`src/rtl/regfile_wb_arbiter.sv`:
```
// Writeback arbiter for the register file write port, with a busy-register scoreboard.
// Default build arbitrates round-robin; define WB_FIXED_PRIO_EN for fixed lowest-index priority.
module regfile_wb_arbiter #(
    parameter int N     = 64,
    parameter int R     = 32,
    parameter int ASIZE = $clog2(R),
    parameter int NREQ  = 3
) (
    input  logic                  clk,
    input  logic                  rst,
    input  logic [NREQ-1:0]       req_valid,
    input  logic [NREQ*ASIZE-1:0] req_id,
    input  logic [NREQ*N-1:0]     req_data,
    output logic [NREQ-1:0]       req_ready,
    input  logic                  claim_valid,
    input  logic [ASIZE-1:0]      claim_id,
    output logic                  wr,
    output logic [ASIZE-1:0]      reg_id_w,
    output logic [N-1:0]          data_in,
    output logic [R-1:0]          busy_mask,
    output logic                  claim_err
);

    logic [NREQ-1:0]  w_grant;
    logic             w_xfer;
    logic [ASIZE-1:0] w_gnt_id;
    logic [N-1:0]     w_gnt_data;
    logic [R-1:0]     w_busy_next;

`ifdef WB_FIXED_PRIO_EN
    // Scanning from the top down lets the lowest valid index overwrite the rest.
    always_comb begin
        // NOTE: every signal written here gets a default first, so no path can infer a latch.
        w_grant = '0;
        for (int k = NREQ - 1; k >= 0; k--) begin
            if (req_valid[k]) begin
                w_grant = '0;
                w_grant[k] = 1'b1;
            end
        end
    end
`else
    localparam int PW = (NREQ > 1) ? $clog2(NREQ) : 1;

    logic [PW-1:0] r_ptr;
    logic [PW-1:0] w_ptr_next;
    logic [PW-1:0] w_idx;
    int            w_scan;

    // Visit offsets from the far end back to the pointer; the last hit is the nearest valid one.
    always_comb begin
        w_grant    = '0;
        w_ptr_next = r_ptr;
        w_scan     = 0;
        w_idx      = '0;
        for (int i = NREQ - 1; i >= 0; i--) begin
            w_scan = int'(r_ptr) + i;
            if (w_scan >= NREQ) begin
                w_scan = w_scan - NREQ;
            end
            w_idx = PW'(w_scan);
            if (req_valid[w_idx]) begin
                w_grant        = '0;
                w_grant[w_idx] = 1'b1;
                w_ptr_next     = (w_idx == PW'(NREQ - 1)) ? '0 : w_idx + 1'b1;
            end
        end
    end

    always_ff @(posedge clk or negedge rst) begin
        if (!rst) begin
            r_ptr <= '0;
        end else begin
            r_ptr <= w_ptr_next;
        end
    end
`endif

    assign req_ready = rst ? w_grant : '0;
    assign w_xfer    = |req_ready;

    always_comb begin
        w_gnt_id   = '0;
        w_gnt_data = '0;
        for (int k = 0; k < NREQ; k++) begin
            if (w_grant[k]) begin
                w_gnt_id   = req_id[k*ASIZE +: ASIZE];
                w_gnt_data = req_data[k*N +: N];
            end
        end
    end

    // Claim is applied after the clear so a new producer for the same register stays pending.
    always_comb begin
        w_busy_next = busy_mask;
        if (w_xfer) begin
            w_busy_next[w_gnt_id] = 1'b0;
        end
        if (claim_valid) begin
            w_busy_next[claim_id] = 1'b1;
        end
    end

    always_ff @(posedge clk or negedge rst) begin
        if (!rst) begin
            wr        <= 1'b0;
            reg_id_w  <= '0;
            data_in   <= '0;
            // NOTE: busy_mask is status flops, not storage, so it must be reset; RAM arrays are not.
            busy_mask <= '0;
            claim_err <= 1'b0;
        end else begin
            // NOTE: non-blocking assignments so every flop samples pre-edge values.
            wr        <= w_xfer;
            if (w_xfer) begin
                reg_id_w <= w_gnt_id;
                data_in  <= w_gnt_data;
            end
            busy_mask <= w_busy_next;
            claim_err <= claim_valid & busy_mask[claim_id];
        end
    end

endmodule
```
`config.mk`:
```
export PLATFORM = sky130hd
export DESIGN_NAME = regfile_wb_arbiter
export DESIGN_NICKNAME = d
export VERILOG_FILES = /design/src/rtl/regfile_wb_arbiter.sv
export SDC_FILE = /design/constraint.sdc
export NUM_CORES = 1
export LEC_CHECK = 0
export BUFFER_PORTS_ARGS = -buffer_cell sky130_fd_sc_hd__buf_2
export CORE_AREA = 2 2 124 126
export CTS_CLUSTER_SIZE = 14
export DETAILED_ROUTE_END_ITERATION = 8
export DIE_AREA = 0 0 126 128
export GPL_TIMING_DRIVEN = 0
export PLACE_DENSITY_LB_ADDON = 0.08
export SETUP_SLACK_MARGIN = 0.4
export SLEW_MARGIN = 5
export SYNTH_ARGS = -nofsm -noshare
export SYNTH_HDL_FRONTEND = slang
export SYNTH_SLANG_ARGS = --single-unit
```
`constraint.sdc`:
```
create_clock -name clk -period 7.05 [get_ports clk]
set_clock_uncertainty 0.15 [all_clocks]
set_input_delay 0.3525 -clock clk [delete_from_list [all_inputs] [get_ports clk]]
set_output_delay 0.3525 -clock clk [all_outputs]
set_load 0.05 [all_outputs]
```
==> results.md <==
- Cell area after layout: 8145 um2
- GRT Total Usage: 0.2730
- DR vias/cell: 5.688
- Fraction of layout cells with a size suffix above 1: 0.3895
- Share of the yosys chip area belonging to registers: 0.4400
- Htree depth: 3
- DR pass1 iterations: 5
- Initial antenna violation count: 11
- Crit-path most repeated cell: buf_2
- Post-CTS sizing: 0
- Final std cells w/o fill: 1165
- Routability cong.: 0.8548
- Initial DRC Count: 563
- First-pass GRT wire length: 34510 um
- Avg WL per Cell: 19.53 um
- Fmax achieved: 240.3 MHz
- RSZ-0062 raised after global routing: false
- DRC Markers: 0
- Most frequent cells in the layout: buf_2 (328), o21ai_0 (135), nand2_1 (107)
- Die area: 16130 um2
- Total Nets Final: 1185
- Slew HR: 0.3821
- Startpoint types: flip-flop
- Maxcap violations: 0
- Syn_area_per_cell: 9.464 um2
- Min cycle time layout: 4162 ps
- Routed Antenna Nets: 0
- Initial cell density of the core: 0.4018
- Yosys top cell by area: dfrtp_1
- Asr flop ratio synth: 1.000
- Buffers & Inverters on Critical Path: 6
- Yosys Warn Count: 0
- CTS Root Cell: clkbuf_16
- Area grow syn2layout: 36.39%
- CTS Buf Count: 9
- Outcome: complete, no violations
- Crit-path slowest cell: buf_1
- Arrival time worst endpoint: 3660 ps
- DP Area: 7838 um2
- Number of flops mapped to enable cells by yosys: 0
- Via count: 6626
- Final Max Tran Viols: 0
- Gate Count Post-Synth: 631
- Worst-case clock buffer depth: 2
- IO buf count: 319
- Worst-margin pin slew: 926.9 ps
- Hold Crit Class: in2reg
- Seq cells post-synth: 105
- DIE WIDTH: 126 um
- Syn Std Cell Area: 5972 um2
- Clk sinks: 105
- Syn_nets: 853
- Row count: 45
- Total Wirelength: 22750 um
- FILL cells: 1491
- Placed insts: 1139
- Vias in the first global route: 6205
- Critical-path cell list: inv_1 -> ha_1 -> buf_2 -> mux2i_1 -> o21ai_1 -> nand2_1 -> a31oi_1 -> buf_4 -> buf_2 -> buf_1 -> and2_1 -> buf_2
- Grt ovf: 0
- Synth top area share: 0.4400
- Final setup viols: 0
- Final hold vios: 0
- Synth Flop Type: dfrtp_1
- Post-DP HPWL: 17210 um
- Clock latency on the worst-skew pair: 350 ps
- Area contributors post-synth: dfrtp_1 (44%), a221o_1 (12%), o21ai_0 (11%)
- Netlist cell types: 58
- Crit Path Max Fanout: 10
- Commonest non-fill, non-tap cell in the layout: buf_2
- Worst path max stage delay: 390 ps
- Core Area: 14860 um2
- Tcrit/Tclk final: 0.5903
- Chip height: 128 um
- Req. time, crit path: 6550 ps
- Fin Setup TNS: 0 ps
- Largest net degree at the start of global routing: 58
- Reg clk slew, reported paths: 70 ps
- Delay-heaviest family, CP: buffers and inverters
- CTS tree: built
- Setup repair bufs after CTS: 0
- Critical path class: reg2out
- CP Capture Type: output pin
- Number of top-level pins: 324
path summary, 6_finish.rpt:
path	from	to	slack [ps]	depth (start not counted)
setup / recovery	r_ptr[0]$_DFFE_PN0P_	req_ready[2]	2890	12
hold / removal	req_data[172]	data_in[44]$_DFFE_PN0N_	150	3
setup reg to reg	r_ptr[0]$_DFFE_PN0P_	busy_mask[11]$_DFF_PN0_	3080	13
hold reg to reg	data_in[18]$_DFFE_PN0N_	data_in[18]$_DFFE_PN0N_	330	2
max in group asynchronous	rst	data_in[42]$_DFFE_PN0N_	5730	3
min in group asynchronous	rst	data_in[8]$_DFFE_PN0N_	350	2
kinds of logic (layout without fill, tap and decap cells):
group / count (synthesis) / after routing / share of synthesized area
other: 0 / 9 / 0
flip-flops: 105 / 105 / 0.4400
AO/OA/AOI/OAI: 275 / 275 / 0.3363
multiplexers: 13 / 13 / 0.03876
buffers and inverters: 67 / 404 / 0.04923
adder cells (fa/ha/maj): 4 / 4 / 0.008381
AND/OR/NAND/NOR: 167 / 167 / 0.1274
cells in the mapped netlist, drive strengths merged, types with 5 or more instances:
cell type and count:
a21oi 6, a221o 72, a221oi 5, buf 23
clkbuf 38, dfrtp 105, inv 6, mux4 8
nand2 107, nand2b 5, nand4 5, nor2 20
o21a 7, o21ai 138, o2bb2ai 5, o31ai 9
o41ai 12
what timing repair did:
action                     in CTS  in global routing
hold buffers                    1                  0
hold endpoints to repair       49                  0
setup endpoints to repair       0                  0
stage by stage:
stage	hold slack, ps	util	setup WS [ps]
floorplan	-93.09	-	3690
global placement	308.3	0.5250	2663
detailed placement	186.8	0.5273	3188
CTS	144.0	0.5465	2866
global route	161.2	0.5478	2681
finish	151.6	0.5480	2888
worst min-delay path, delay by kind of cell:
| family | cells | cell delay (ps) |
|---|---|---|
| compound gates | 2 | 200 |
| buf+inv | 1 | 70 |
sequential cells by signal, indices dropped and copies added (netlist names):
name and count:
data_in 64, busy_mask 32, reg_id_w 5, r_ptr 2, claim_err 1, wr 1
layer usage:
metal	vias up	share of wire	GRT usage
li1	3084	-	-
met1	3183	0.41	0.3590
met2	319	0.48	0.4266
met4	4	0.025	0.1015
met5	-	0.0011	0
met3	36	0.088	0.08347
cell type report:
| class | count | area [um2] | area share |
|---|---|---|---|
| inverter | 6 | 22.52 | 0.002765 |
| tap | 188 | 235.2 | 0.02888 |
| timing repair buffer | 321 | 1640 | 0.2014 |
| sequential | 105 | 2628 | 0.3226 |
| multi-input combinational | 459 | 3050 | 0.3745 |
| antenna | 9 | 22.52 | 0.002765 |
| clock buffer | 12 | 246.5 | 0.03026 |
| buffer | 61 | 271.5 | 0.03333 |
| clock inverter | 4 | 28.78 | 0.003533 |
Power is not shown: default switching activity piles up to over one toggle a cycle in this logic, so the estimate is an artifact.
